$ cat config.mk
export PLATFORM = sky130hd
export DESIGN_NAME = game_level_ctrl
export DESIGN_NICKNAME = d
export VERILOG_FILES = /design/src/rtl/game_pkg.sv /design/src/rtl/cycle_timer.sv /design/src/rtl/game_level_ctrl.sv
export SDC_FILE = /design/constraint.sdc
export NUM_CORES = 1
export LEC_CHECK = 0
export ABC_AREA = 0
export BUFFER_PORTS_ARGS = -buffer_cell sky130_fd_sc_hd__buf_2
export CORE_MARGIN = 2
export CORE_UTILIZATION = 50
export CTS_CLUSTER_SIZE = 16
export DETAILED_ROUTE_END_ITERATION = 10
export PLACE_DENSITY = 0.78
export RECOVER_POWER = 25
export SYNTH_ARGS = -nofsm -noshare
export SYNTH_HDL_FRONTEND = slang
export SYNTH_SLANG_ARGS = --single-unit
$ cat constraint.sdc
create_clock -name Clk -period 1.6 [get_ports Clk]
set_input_delay 0.4 -clock Clk [delete_from_list [all_inputs] [get_ports Clk]]
set_output_delay 0.4 -clock Clk [all_outputs]
set_load 0.1 [all_outputs]
$ cat src/rtl/game_pkg.sv
// game_pkg: shared FSM states, level encoding and one-hot level_start constants for game_level_ctrl.
package game_pkg;
  typedef enum logic [2:0] {S_IDLE, S_CLEAR, S_PLAY, S_CONFIRM, S_ADVANCE, S_WON, S_LOST} state_t;
  typedef enum logic [1:0] {LVL_NONE, LVL_EASY, LVL_MEDIUM, LVL_HARD} level_t;
  localparam logic [2:0] LS_OFF    = 3'b000;
  localparam logic [2:0] LS_EASY   = 3'b001;
  localparam logic [2:0] LS_MEDIUM = 3'b010;
  localparam logic [2:0] LS_HARD   = 3'b100;
  function automatic logic [2:0] level_onehot(level_t l);
    return l == LVL_EASY ? LS_EASY : l == LVL_MEDIUM ? LS_MEDIUM : l == LVL_HARD ? LS_HARD : LS_OFF;
  endfunction
endpackage

$ cat src/rtl/cycle_timer.sv
// cycle_timer: loadable up-counter; tc flags an enabled cycle in which the count sits at LIMIT-1.
module cycle_timer #(
  parameter int LIMIT = 16
) (
  input  logic Clk,
  input  logic reset,
  input  logic load,
  input  logic init,
  input  logic en,
  output logic tc
);
  localparam int W = $clog2(LIMIT + 1);
  logic [W-1:0] cnt;
  always_ff @(posedge Clk or posedge reset)
    if (reset) cnt <= '0;
    else if (load) cnt <= W'(init);
    else if (en) cnt <= cnt + 1'b1;
  assign tc = en && cnt == W'(LIMIT - 1);
endmodule

$ cat src/rtl/game_level_ctrl.sv
// game_level_ctrl: sequences easy/medium/hard levels, confirming wins over a hold window.
// Optional per-level timeout enabled by defining LEVEL_TIMEOUT_EN.
module game_level_ctrl
  import game_pkg::*;
#(
  parameter int MAX_GUESSES    = 5,
  parameter int HOLD_CYCLES    = 16,
  parameter int TIMEOUT_CYCLES = 1_000_000
) (
  input  logic       Clk,
  input  logic       reset,
  input  logic       start,
  input  logic       level_done,
  input  logic [2:0] guesses,
  output logic [2:0] level_start,
  output logic       level_reset,
  output logic [1:0] curr_level,
  output logic [1:0] levels_cleared,
  output logic       game_won,
  output logic       game_lost,
  output logic       busy,
  output logic       timed_out
);
  if (HOLD_CYCLES < 2 || TIMEOUT_CYCLES < 2) begin : g_bad_cfg
    $error("game_level_ctrl: HOLD_CYCLES and TIMEOUT_CYCLES must be at least 2");
  end
  state_t state, state_n;
  level_t lvl, lvl_n;
  logic [1:0] cleared, cleared_n;
  logic in_level, hold_tc, timeout, lost_guess, restart;
  assign in_level   = state == S_PLAY || state == S_CONFIRM;
  assign lost_guess = 32'(guesses) >= MAX_GUESSES;
  assign restart    = start && (state == S_IDLE || state == S_WON || state == S_LOST);
  // hold count starts at 1 on the PLAY cycle that first sees level_done
  cycle_timer #(.LIMIT(HOLD_CYCLES)) u_hold (
    .Clk(Clk), .reset(reset),
    .load(state != S_CONFIRM || !level_done), .init(state == S_PLAY && level_done),
    .en(state == S_CONFIRM && level_done), .tc(hold_tc)
  );
`ifdef LEVEL_TIMEOUT_EN
  cycle_timer #(.LIMIT(TIMEOUT_CYCLES)) u_timeout (
    .Clk(Clk), .reset(reset), .load(!in_level), .init(1'b0), .en(in_level), .tc(timeout)
  );
  always_ff @(posedge Clk or posedge reset)
    if (reset) timed_out <= 1'b0;
    else if (restart) timed_out <= 1'b0;
    else if (timeout) timed_out <= 1'b1;
`else
  assign timeout   = 1'b0;
  assign timed_out = 1'b0;
`endif
  always_ff @(posedge Clk or posedge reset)
    if (reset) begin
      state   <= S_IDLE;
      lvl     <= LVL_NONE;
      cleared <= 2'd0;
    end else begin
      state   <= state_n;
      lvl     <= lvl_n;
      cleared <= cleared_n;
    end
  always_comb begin
    state_n   = state;
    lvl_n     = lvl;
    cleared_n = cleared;
    case (state)
      S_IDLE, S_WON, S_LOST: if (start) begin
        state_n   = S_CLEAR;
        lvl_n     = LVL_EASY;
        cleared_n = 2'd0;
      end
      S_CLEAR:   state_n = S_PLAY;
      S_PLAY:    state_n = timeout ? S_LOST : level_done ? S_CONFIRM : lost_guess ? S_LOST : S_PLAY;
      S_CONFIRM: state_n = timeout ? S_LOST : !level_done ? S_PLAY : hold_tc ? S_ADVANCE : S_CONFIRM;
      S_ADVANCE: begin
        cleared_n = cleared == 2'd3 ? cleared : cleared + 2'd1;
        state_n   = lvl == LVL_HARD ? S_WON : S_CLEAR;
        lvl_n     = lvl == LVL_HARD ? lvl : level_t'(lvl + 2'd1);
      end
      default:   state_n = S_IDLE;
    endcase
  end
  assign level_start    = in_level ? level_onehot(lvl) : LS_OFF;
  assign level_reset    = state == S_CLEAR;
  assign curr_level     = lvl;
  assign levels_cleared = cleared;
  assign game_won       = state == S_WON;
  assign game_lost      = state == S_LOST;
  assign busy           = state == S_CLEAR || in_level || state == S_ADVANCE;
endmodule

==> summary.txt <==
status -> complete, but fails checks
failing checks -> setup timing
gpl congestion -> 0.754
final-report setup violation count -> 11
Worst VDD drop -> 0.00125 V
final antenna-violating net count -> 0
CP cell instances -> buf_6, nor2_4, xnor2_4, buf_12
Int Pwr -> 1.11 mW
Placement Setup Slack -> 0.0543 ns
pwr/cell area -> 1760 nW/µm²
WP depth -> 4
final worst slack -> -0.134 ns
vias in the first global route -> 615
Yosys cell types -> 28
largest fanout on the critical path -> 4
fin. max-slew vios -> 0
drt first pass iters -> 4
Max-Cap Viols -> 0
Yosys reg bits -> 12
logic gate share of total power -> 66.6%
Core Rows -> 14
Arr. time, crit path -> 1.33 ns
H-Tree Depth -> 1
crit share post-route -> 108%
hold_buf cts -> 0
min Tclk post-route -> 1.73 ns
CTS max path bufs -> 2
worst hold path class -> input pin to async pin
chip width -> 43.1 µm
fin cells -> 129
drc violations -> 0
fmax -> 577 MHz
Buf/Inv on CP -> 2
clk_lat worst skew -> 0.27 ns
clock slew at reported path FFs -> 0.07 ns
HPWL Detailed -> 1240 µm
worst hold slack -> 0.121 ns
Mapped Nets -> 93
wire length per cell -> 16.2 µm
switching fraction of total power -> 49.9%
Crit Reg-Reg Endpoint -> curr_level[1]
die area -> 1860 µm²
n_diodes -> 0
Cells after Synth -> 80
Via-to-Cell Ratio -> 5.37
total global-route track usage -> 19.0%
placed cells -> 114
Final Cell Area -> 1260 µm²
CP max stage delay -> 0.45 ns
Leak Pwr -> 0.622 nW
crit path launch type -> flip-flop
Reg power frac -> 23.0%
routed vias -> 693
Synth Area in Simple Gates -> 21.1%
CP Data Required Time -> 1.20 ns
layout cell share with drive strength beyond 1 -> 56.6%
Synth Area in XOR/XNOR -> 3.44%
Port-buffer cells -> 17
largest family of logic cells by synthesized area -> simple AND/OR/NAND/NOR gates
Initial Util -> 52.0%
GR Overflow Total -> 0
fillcell total -> 73
Die Height -> 43.1 µm
worst reg-to-reg path cell count -> 6
Synth Cell Area -> 764 µm²
pin count of the biggest net entering global routing -> 13
RR Startpoint -> state[1]
Reg2Reg Setup Slack -> -0.02 ns
CP endpoint kind -> primary output
placed cell areas -> 1030 µm²
Root Driver -> clkbuf_4
drt total wl -> 2100 µm
clock sinks -> 12
setup_tns -> -0.714 ns
CTS tree -> done
area added between synthesis and finish -> 64.3%
RSZ-0062 raised after global routing -> yes
core area -> 1470 µm²
Slowest cell on crit path -> dfrtp_2
complex-gate fraction of the synthesized area -> 11.6%
clock share of power -> 10.5%
NetSw -> 1.10 mW
Nets -> 127
initial antenna violation count -> 0
clock buffer count from CTS -> 3
CP Class -> flip-flop to primary output
delay-heaviest family, CP -> flip-flops
Adder-Cell Fraction of Synth Area -> 11.1%
first-pass GRT wire length -> 2660 µm
average cell area after synthesis -> 9.56 µm²
IO Pins -> 19
final worst clock skew -> 0.00334 ns
warnings from Yosys -> 0
drt initial violations -> 15
multiplexer area fraction after synthesis -> 5.89%
Fin. Hold Viols -> 0
part of the Yosys area used for sequential elements -> 39.3%
-- synth_stat cells --
cell type  number  share of area, %
ha_1            6               9.8
o21ai_0         5               3.3
nor2_1         11               5.4
buf_4           2               2.0
a21oi_1         1              0.65
o2bb2ai_2       1               2.0
nor2b_1         1              0.82
and3_1          2               1.6
xor2_1          1               1.1
nand2_1         3               1.5
or2b_1          1              0.98
nand2b_1        2               1.6
mux2_1          4               5.9
nand3_1         5               3.3
xnor2_1         2               2.3
and3b_1         1               1.1
o211a_1         1               1.3
nor2_4          1               1.5
a211oi_1        1              0.98
buf_6           1               1.5
conb_1          1              0.49
o2111ai_1       1               1.1
buf_2           1              0.65
inv_1           6               2.9
a21oi_2         2               2.3
and2_1          4               3.3
dfrtp_1        12                39
maj3_1          1               1.3
-- repair_timing --
item | 4_1_cts | 5_1_grt
setup buffers | 5 | 6
cloned | 0 | 0
setup endpoints to repair | 7 | 11
pin swaps | 4 | 4
resized for setup | 9 | 15
endpoints found under the hold margin | 0 | 0
-- layer usage --
layer | part of all wire, % | vias to the layer above | wire, µm | track usage [%]
met5 | 0 | - | 0 | 0
met4 | 0.43 | 0 | 9 | 9.09
met3 | 3.4 | 2 | 72 | 1.70
met2 | 54 | 22 | 1130 | 32.2
met1 | 42 | 338 | 888 | 24.1
li1 | - | 331 | - | -
-- metrics by stage --
step / util, % / total power, mW
after floorplan: - / 1.33
after global placement: 70.1 / 1.66
after detailed placement: 70.1 / 1.69
after CTS: 77.0 / 2.01
after global routing: 85.4 / 2.31
final: 85.4 / 2.21
-- registers in the layout, indices dropped and copies added, names as in the netlist --
register        flops
u_hold.cnt          5
levels_cleared      2
curr_level          2
state               3
-- final cells by class --
class | instances | area, µm² | area share [%]
clock buffer | 4 | 36.3 | 2.89
inverter | 6 | 22.5 | 1.79
multi-input combinational | 58 | 533 | 42.4
sequential | 12 | 314 | 25.0
tap | 16 | 20.0 | 1.59
timing repair buffer | 33 | 330 | 26.3
-- cells by family after synthesis --
family / count (synthesis)
other cells: 1
flops: 12
xor+xnor: 3
buf+inv: 10
mux: 4
simple gates: 31
compound gates: 12
fa+ha+maj: 7
-- how the worst max path moves through the flow --
stage	start	to	slack, ns
3_5_place_dp	state[2]	level_start[1]	0.05
2_1_floorplan	state[0]	level_reset	-0.24
3_3_place_gp	state[2]	level_start[2]	0.05
4_1_cts	state[1]	busy	-0.13
5_1_grt	state[1]	busy	-0.19
6_report	state[1]	busy	-0.13
-- cells in the final DEF, fill, tap and decap left out, types with 4 or more instances in the layout --
cell,synthesis,routed
dfrtp_2,0,5
ha_1,6,5
nand3_1,5,5
buf_12,0,7
nor2_1,11,9
buf_4,2,11
o21ai_0,5,5
dfrtp_1,12,5
inv_1,6,4
mux2_4,0,4
buf_2,1,10
buf_6,1,4
-- power groups by stage --
| stage | sequential [mW] | combinational, mW | clock [mW] |
|---|---|---|---|
| floorplan | 0.531 | 0.795 | 0 |
| global placement | 0.474 | 1.19 | 0 |
| global route | 0.516 | 1.54 | 0.258 |
| finish | 0.508 | 1.47 | 0.231 |
| CTS | 0.489 | 1.28 | 0.239 |
| detailed placement | 0.485 | 1.21 | 0 |
No activity file was read; power rests on OpenSTA's default activity.
